<file path="config.mk">
export PLATFORM = sky130hd
export DESIGN_NAME = i2c_codec_writer
export DESIGN_NICKNAME = d
export VERILOG_FILES = /design/src/rtl/i2c_pkg.sv /design/src/rtl/scl_tick_gen.sv /design/src/rtl/i2c_codec_writer.sv
export SDC_FILE = /design/constraint.sdc
export NUM_CORES = 1
export LEC_CHECK = 0
export ABC_AREA = 1
export CORE_ASPECT_RATIO = 1.1
export CORE_UTILIZATION = 51
export DETAILED_ROUTE_END_ITERATION = 8
export PLACE_DENSITY = 0.76
export SLEW_MARGIN = 20
export SYNTH_ARGS = -nofsm -noshare
export SYNTH_HDL_FRONTEND = slang
export SYNTH_HIERARCHICAL = 1
export SYNTH_SLANG_ARGS = --single-unit
</file>
<file path="constraint.sdc">
create_clock -name clk -period 2.75 [get_ports clk]
set_input_delay 0.275 -clock clk [delete_from_list [all_inputs] [get_ports clk]]
set_output_delay 0.275 -clock clk [all_outputs]
set_load 0.02 [all_outputs]
</file>
<file path="src/rtl/i2c_pkg.sv">
// Shared types and constants for the WM8731 I2C configuration writer.
// Latency: n/a (package). Backpressure: n/a.
// Frame is START, three ACKed bytes and STOP; quarter counts cover that frame.
package i2c_pkg;

    typedef enum logic [2:0] {
        ST_IDLE,
        ST_START,
        ST_BIT,
        ST_ACK,
        ST_STOP,
        ST_DONE
    } state_t;

    localparam logic [6:0] WM8731_ADDR        = 7'h1A;
    localparam int         BYTES_PER_FRAME    = 3;
    localparam int         QUARTERS_PER_FRAME = 116;

endpackage

</file>
<file path="src/rtl/scl_tick_gen.sv">
// Quarter-period strobe for the SCL waveform: qtick once every CLK_DIV enabled cycles.
// Latency: first qtick CLK_DIV cycles after en rises. Backpressure: none, en gates it.
// Counter is parked at 0 while disabled so every frame starts phase-aligned.
module scl_tick_gen #(
    parameter int CLK_DIV = 31
) (
    input  logic clk,
    input  logic reset,
    input  logic en,
    output logic qtick
);

    localparam int CW = (CLK_DIV > 2) ? $clog2(CLK_DIV) : 1;
    localparam logic [CW-1:0] LAST = CW'(CLK_DIV - 1);

    logic [CW-1:0] cnt;

    always_ff @(posedge clk) begin
        if (reset || !en) begin
            cnt <= '0;
        end else if (cnt == LAST) begin
            cnt <= '0;
        end else begin
            cnt <= cnt + 1'b1;
        end
    end

    assign qtick = en && (cnt == LAST);

endmodule

</file>
<file path="src/rtl/i2c_codec_writer.sv">
// Write-only I2C master sending {addr+W, data[15:8], data[7:0]} to the WM8731.
// Latency: done 116*CLK_DIV+1 cycles after an ACKed start; shorter on NACK.
// Backpressure: start is only taken in IDLE; starts while busy or in DONE are dropped.
module i2c_codec_writer
    import i2c_pkg::*;
#(
    parameter int         CLK_DIV  = 31,
    parameter logic [6:0] DEV_ADDR = WM8731_ADDR
) (
    input  logic        clk,
    input  logic        reset,
    input  logic        start,
    input  logic [15:0] data,
    output logic        busy,
    output logic        done,
    output logic        ack_err,
    output logic        scl,
    output logic        sda_out,
    output logic        ts,
    input  logic        sda_in
);

    localparam logic [1:0] LAST_BYTE = 2'(BYTES_PER_FRAME - 1);

    state_t      state;
    logic [1:0]  q;
    logic [2:0]  bit_cnt;
    logic [1:0]  byte_idx;
    logic [7:0]  shift;
    logic [15:0] data_q;
    logic        qtick;
    logic        tick_en;

    assign tick_en = (state != ST_IDLE) && (state != ST_DONE);

    scl_tick_gen #(.CLK_DIV(CLK_DIV)) u_tick (
        .clk   (clk),
        .reset (reset),
        .en    (tick_en),
        .qtick (qtick)
    );

    always_ff @(posedge clk) begin
        if (reset) begin
            state    <= ST_IDLE;
            q        <= 2'd0;
            bit_cnt  <= 3'd0;
            byte_idx <= 2'd0;
            shift    <= 8'd0;
            data_q   <= 16'd0;
            scl      <= 1'b1;
            ts       <= 1'b1;
            sda_out  <= 1'b0;
            busy     <= 1'b0;
            done     <= 1'b0;
            ack_err  <= 1'b0;
        end else begin
            sda_out <= 1'b0;
            case (state)
                ST_IDLE: begin
                    q    <= 2'd0;
                    done <= 1'b0;
                    if (start) begin
                        data_q   <= data;
                        ack_err  <= 1'b0;
                        byte_idx <= 2'd0;
                        shift    <= {DEV_ADDR, 1'b0};
                        busy     <= 1'b1;
                        state    <= ST_START;
                    end
                end
                ST_START: if (qtick) begin
                    q <= q + 2'd1;
                    case (q)
                        2'd0: begin scl <= 1'b1; ts <= 1'b1; end
                        2'd1: ts <= 1'b0;
                        2'd2: ;
                        2'd3: begin
                            scl     <= 1'b0;
                            bit_cnt <= 3'd7;
                            state   <= ST_BIT;
                        end
                    endcase
                end
                ST_BIT: if (qtick) begin
                    q <= q + 2'd1;
                    case (q)
                        2'd0: begin scl <= 1'b0; ts <= shift[7]; end
                        2'd1: scl <= 1'b1;
                        2'd2: ;
                        2'd3: begin
                            scl   <= 1'b0;
                            shift <= {shift[6:0], 1'b0};
                            if (bit_cnt == 3'd0) state <= ST_ACK;
                            else                 bit_cnt <= bit_cnt - 3'd1;
                        end
                    endcase
                end
                ST_ACK: if (qtick) begin
                    q <= q + 2'd1;
                    case (q)
                        2'd0: ts <= 1'b1;
                        2'd1: scl <= 1'b1;
                        2'd2: if (sda_in) ack_err <= 1'b1;
                        2'd3: begin
                            scl <= 1'b0;
                            // A NACK anywhere aborts the rest of the frame.
                            if (!ack_err && byte_idx < LAST_BYTE) begin
                                byte_idx <= byte_idx + 2'd1;
                                shift    <= (byte_idx == 2'd0) ? data_q[15:8] : data_q[7:0];
                                bit_cnt  <= 3'd7;
                                state    <= ST_BIT;
                            end else begin
                                state <= ST_STOP;
                            end
                        end
                    endcase
                end
                ST_STOP: if (qtick) begin
                    q <= q + 2'd1;
                    case (q)
                        2'd0: begin scl <= 1'b0; ts <= 1'b0; end
                        2'd1: scl <= 1'b1;
                        2'd2: ts <= 1'b1;
                        2'd3: begin
                            done  <= 1'b1;
                            busy  <= 1'b0;
                            state <= ST_DONE;
                        end
                    endcase
                end
                ST_DONE: begin
                    done  <= 1'b0;
                    state <= ST_IDLE;
                end
                default: state <= ST_IDLE;
            endcase
        end
    end

endmodule

</file>
==> run_results.csv <==
group,metric,value,unit
outcome,status,"finished, final reports clean",
pwr,p_clk_frac,0.196,
timing,fin_setup_tns,0,ns
pwr,max-vdd-ir-drop,0.430,mV
critical_path,crit_path_max_fanout,11,
timing,rsz0062_at_grt,"false",
critical_path,cp-end-kind,"flop",
timing,slew_viol_final,0,
synthesis,avgSynthCellArea,6.81,sq um
synthesis,synth_most_common_cell,"nand2_1",
die,start_util,0.535,
critical_path,cpMaxStageDelayCell,"dfxtp_1",
placement,pre_cts_ws,0.479,ns
cts,cts_buffer_depth,2,
die,boundaryPins,26,
flow_run,cap_violations,0,
synthesis,synth_ff_type,"dfxtp_1",
cells_and_area,syn_to_final_growth,14.7,%
drt,dr.pass1.iters,4,
cts,ctsRootBufferMaster,"clkbuf_8",
die,core_area,0.00468,sq mm
synthesis,postSynthCellCount,368,
placement,place_congestion,0.935,
placement,place_inst,438,
synthesis,synth.top_cell.area_share,0.352,
timing,final.setup.worst_slack,0.435,ns
critical_path,path_class,"flop to flop",
global_routing,antenna_found_initial,0,
global_routing,grt_max_degree,37,
critical_path,path_common_cell,"nand2_1",
global_routing,grt_remaining_overflow,0,
cells_and_area,num_antenna_cells,0,
timing,maxSlewHeadroom,0.635,
synthesis,yosys.area.top_type,"dfxtp_1",
drt,wl,5000,um
timing,min_period,2.31,ns
drt,vias,2283,
pwr,p_leak,1.25,nW
global_routing,first_global_vias,2098,
critical_path,start_kind,"flop",
die,die_x,68.8,um
cts,cts_resized,0,
pwr,power_density,977,mW/mm^2
drt,drt_iter0_markers,196,
timing,max_freq,432,MHz
critical_path,crit_family,"simple AND/OR/NAND/NOR gates",
critical_path,crit_path_max_incr_delay,0.44,ns
synthesis,synthDistinctLibCells,36,
cts,numClockSinks,44,
cts,postCtsSetupRepairBufs,0,
synthesis,yosysSeqAreaShare,0.352,
die,core.rowCount,26,
synthesis,synthArstFlopShare,0,
timing,finClkSkew,0.0107,ns
pwr,p_seq_frac,0.329,
synthesis,ys_top_cells_by_area,"dfxtp_1 (35%), nand2_1 (13%), nor2_1 (7.8%), inv_1 (5.7%), nand3_1 (5.6%)",
timing,worst_hold_slack,0.448,ns
cts,clk_pin_slew,0.09,ns
global_routing,track_usage,0.229,
pwr,internal_power,0.00162,W
critical_path,path_cells,"inv_4 > nand2_1 > nand2_1 > inv_1 > nor3_1 > inv_1 > nand2_1 > nand2_1 > nor2_2 > nand3_1 > nand2_1 > nor2_1",
synthesis,ys_top_cells_by_count,"nand2_1 (86), nor2_1 (52), dfxtp_1 (44)",
critical_path,worstPathRequired,2.96,ns
synthesis,ys_ff_latch,44,
global_routing,grt_pass1_wl,8890,um
cells_and_area,drive_gt1_frac,0.0974,
cts,hold_buffers,0,
cells_and_area,stdcell_count,446,
critical_path,worstPathArrival,2.52,ns
die,die-height,75.5,um
cells_and_area,nNetsFinal,418,
synthesis,netlist_area,0.00250,sq mm
cts,worstSkewPairLatency,0.31,ns
timing,setup_viol,0,
synthesis,synth_edf_count,0,
cells_and_area,fillers,452,
timing,finalCritPeriodShare,0.842,
cts,numCtsBuffers,5,
placement,port_buffers,24,
drt,drc,0,
pwr,switching_share,0.422,
pwr,p_sw,0.00118,W
drt,via_per_inst,5.12,
synthesis,syn_nets,397,
critical_path,path_buf_inv,3,
die,die_area,0.00520,sq mm
cts,htreeDepth,2,
cells_and_area,fin_util,0.613,
placement,place_hpwl,3560,um
pwr,comb_power_share,0.475,
drt,avgRoutedWirePerCell,11.2,um
timing,finalHoldViolCount,0,
synthesis,yosysWarnings,6,
cts,cts_tree,"done",
drt,antenna_left,0,
timing,worstMarginPinSlew,0.547,ns
hold_path,hold_path.class,"flop to flop",
routing by layer:
layer  vias to the layer above  GRT usage  wire (um)  part of all wire
met5                         -          0          0                 0
met4                         0     0.0952         76             0.015
met3                         6     0.0449        217             0.043
met2                        52      0.390       2400              0.48
met1                      1014      0.280       2310              0.46
li1                       1211          -          -                 -
area by class of cell:
class,instances,area (sq um),share of cell area
well taps,56,70.1,0.0244
multi-input cells,268,1370,0.476
repair buffers,27,263,0.0915
inverters,43,164,0.0571
clock inverters,1,30.0,0.0105
flip-flops and latches,44,881,0.307
clock buffers,7,96.3,0.0335
through the flow:
step,power [W],instance area [sq um]
final,0.00281,2870
after global routing,0.00310,2870
after CTS,0.00282,2870
after detailed placement,0.00227,2750
after global placement,0.00225,2750
after floorplan,0.00202,2500
cells by family (layout without fill, tap and decap cells):
| kind of cell | Yosys count | count (layout) | share of synthesized area |
|---|---|---|---|
| simple gates | 199 | 199 | 0.370 |
| compound gates | 57 | 57 | 0.123 |
| buf+inv | 56 | 78 | 0.102 |
| flops | 44 | 44 | 0.352 |
| fa+ha+maj | 9 | 9 | 0.0450 |
| xor+xnor | 2 | 2 | 0.00699 |
| other cells | 1 | 1 | 0.00150 |
cells in the final DEF, fill, tap and decap left out, types with 2 or more instances in the layout:
cell type,synthesis,routed
ha_1,9,9
a21oi_1,22,22
nand2_2,7,7
nand2_1,86,86
o22ai_1,3,3
nand3_4,2,2
xnor2_1,2,2
nor2_4,2,2
nand4_1,4,4
clkdlybuf4s50_1,0,24
inv_1,38,38
inv_2,3,3
o21ai_0,26,26
nor3_1,2,2
nor2_2,5,5
nand3_2,3,3
buf_4,3,3
dfxtp_1,44,44
nor2_1,52,52
nand3b_1,5,5
nand3_1,28,28
o21ai_1,2,2
clkbuf_8,0,7
state kept, by name (all words and copies together) (netlist names), 2 cells and up:
| register | count |
|---|---|
| byte_idx | 2 |
| state | 3 |
| u_tick/cnt | 5 |
| bit_cnt | 3 |
| shift | 8 |
| q | 2 |
| data_q | 16 |
worst reg2reg max path: stages, from the launching register on:
cell     delay [ns]
dfxtp_1        0.44
inv_4          0.20
nand2_1        0.09
nand2_1        0.09
inv_1          0.06
nor3_1         0.36
inv_1          0.24
nand2_1        0.17
nand2_1        0.11
nor2_2         0.22
nand3_1        0.11
nand2_1        0.08
nor2_1         0.04
power by group through the flow:
stage | clock network (W) | registers, W | logic, W
floorplan | 0 | 0.000920 | 0.00110
global placement | 0 | 0.000932 | 0.00132
detailed placement | 0 | 0.000938 | 0.00133
CTS | 0.000558 | 0.000923 | 0.00134
global route | 0.000581 | 0.000950 | 0.00157
finish | 0.000550 | 0.000922 | 0.00134
final timing paths:
check,start,to,slack (ns),cells after the start
hold / removal,data_q[15],data_q[15],0.45,2
setup / recovery,state[2],state[2],0.44,12
setup reg to reg,state[2],state[2],0.44,12
hold reg to reg,data_q[15],data_q[15],0.45,2
(Power assumes the default switching activity.)
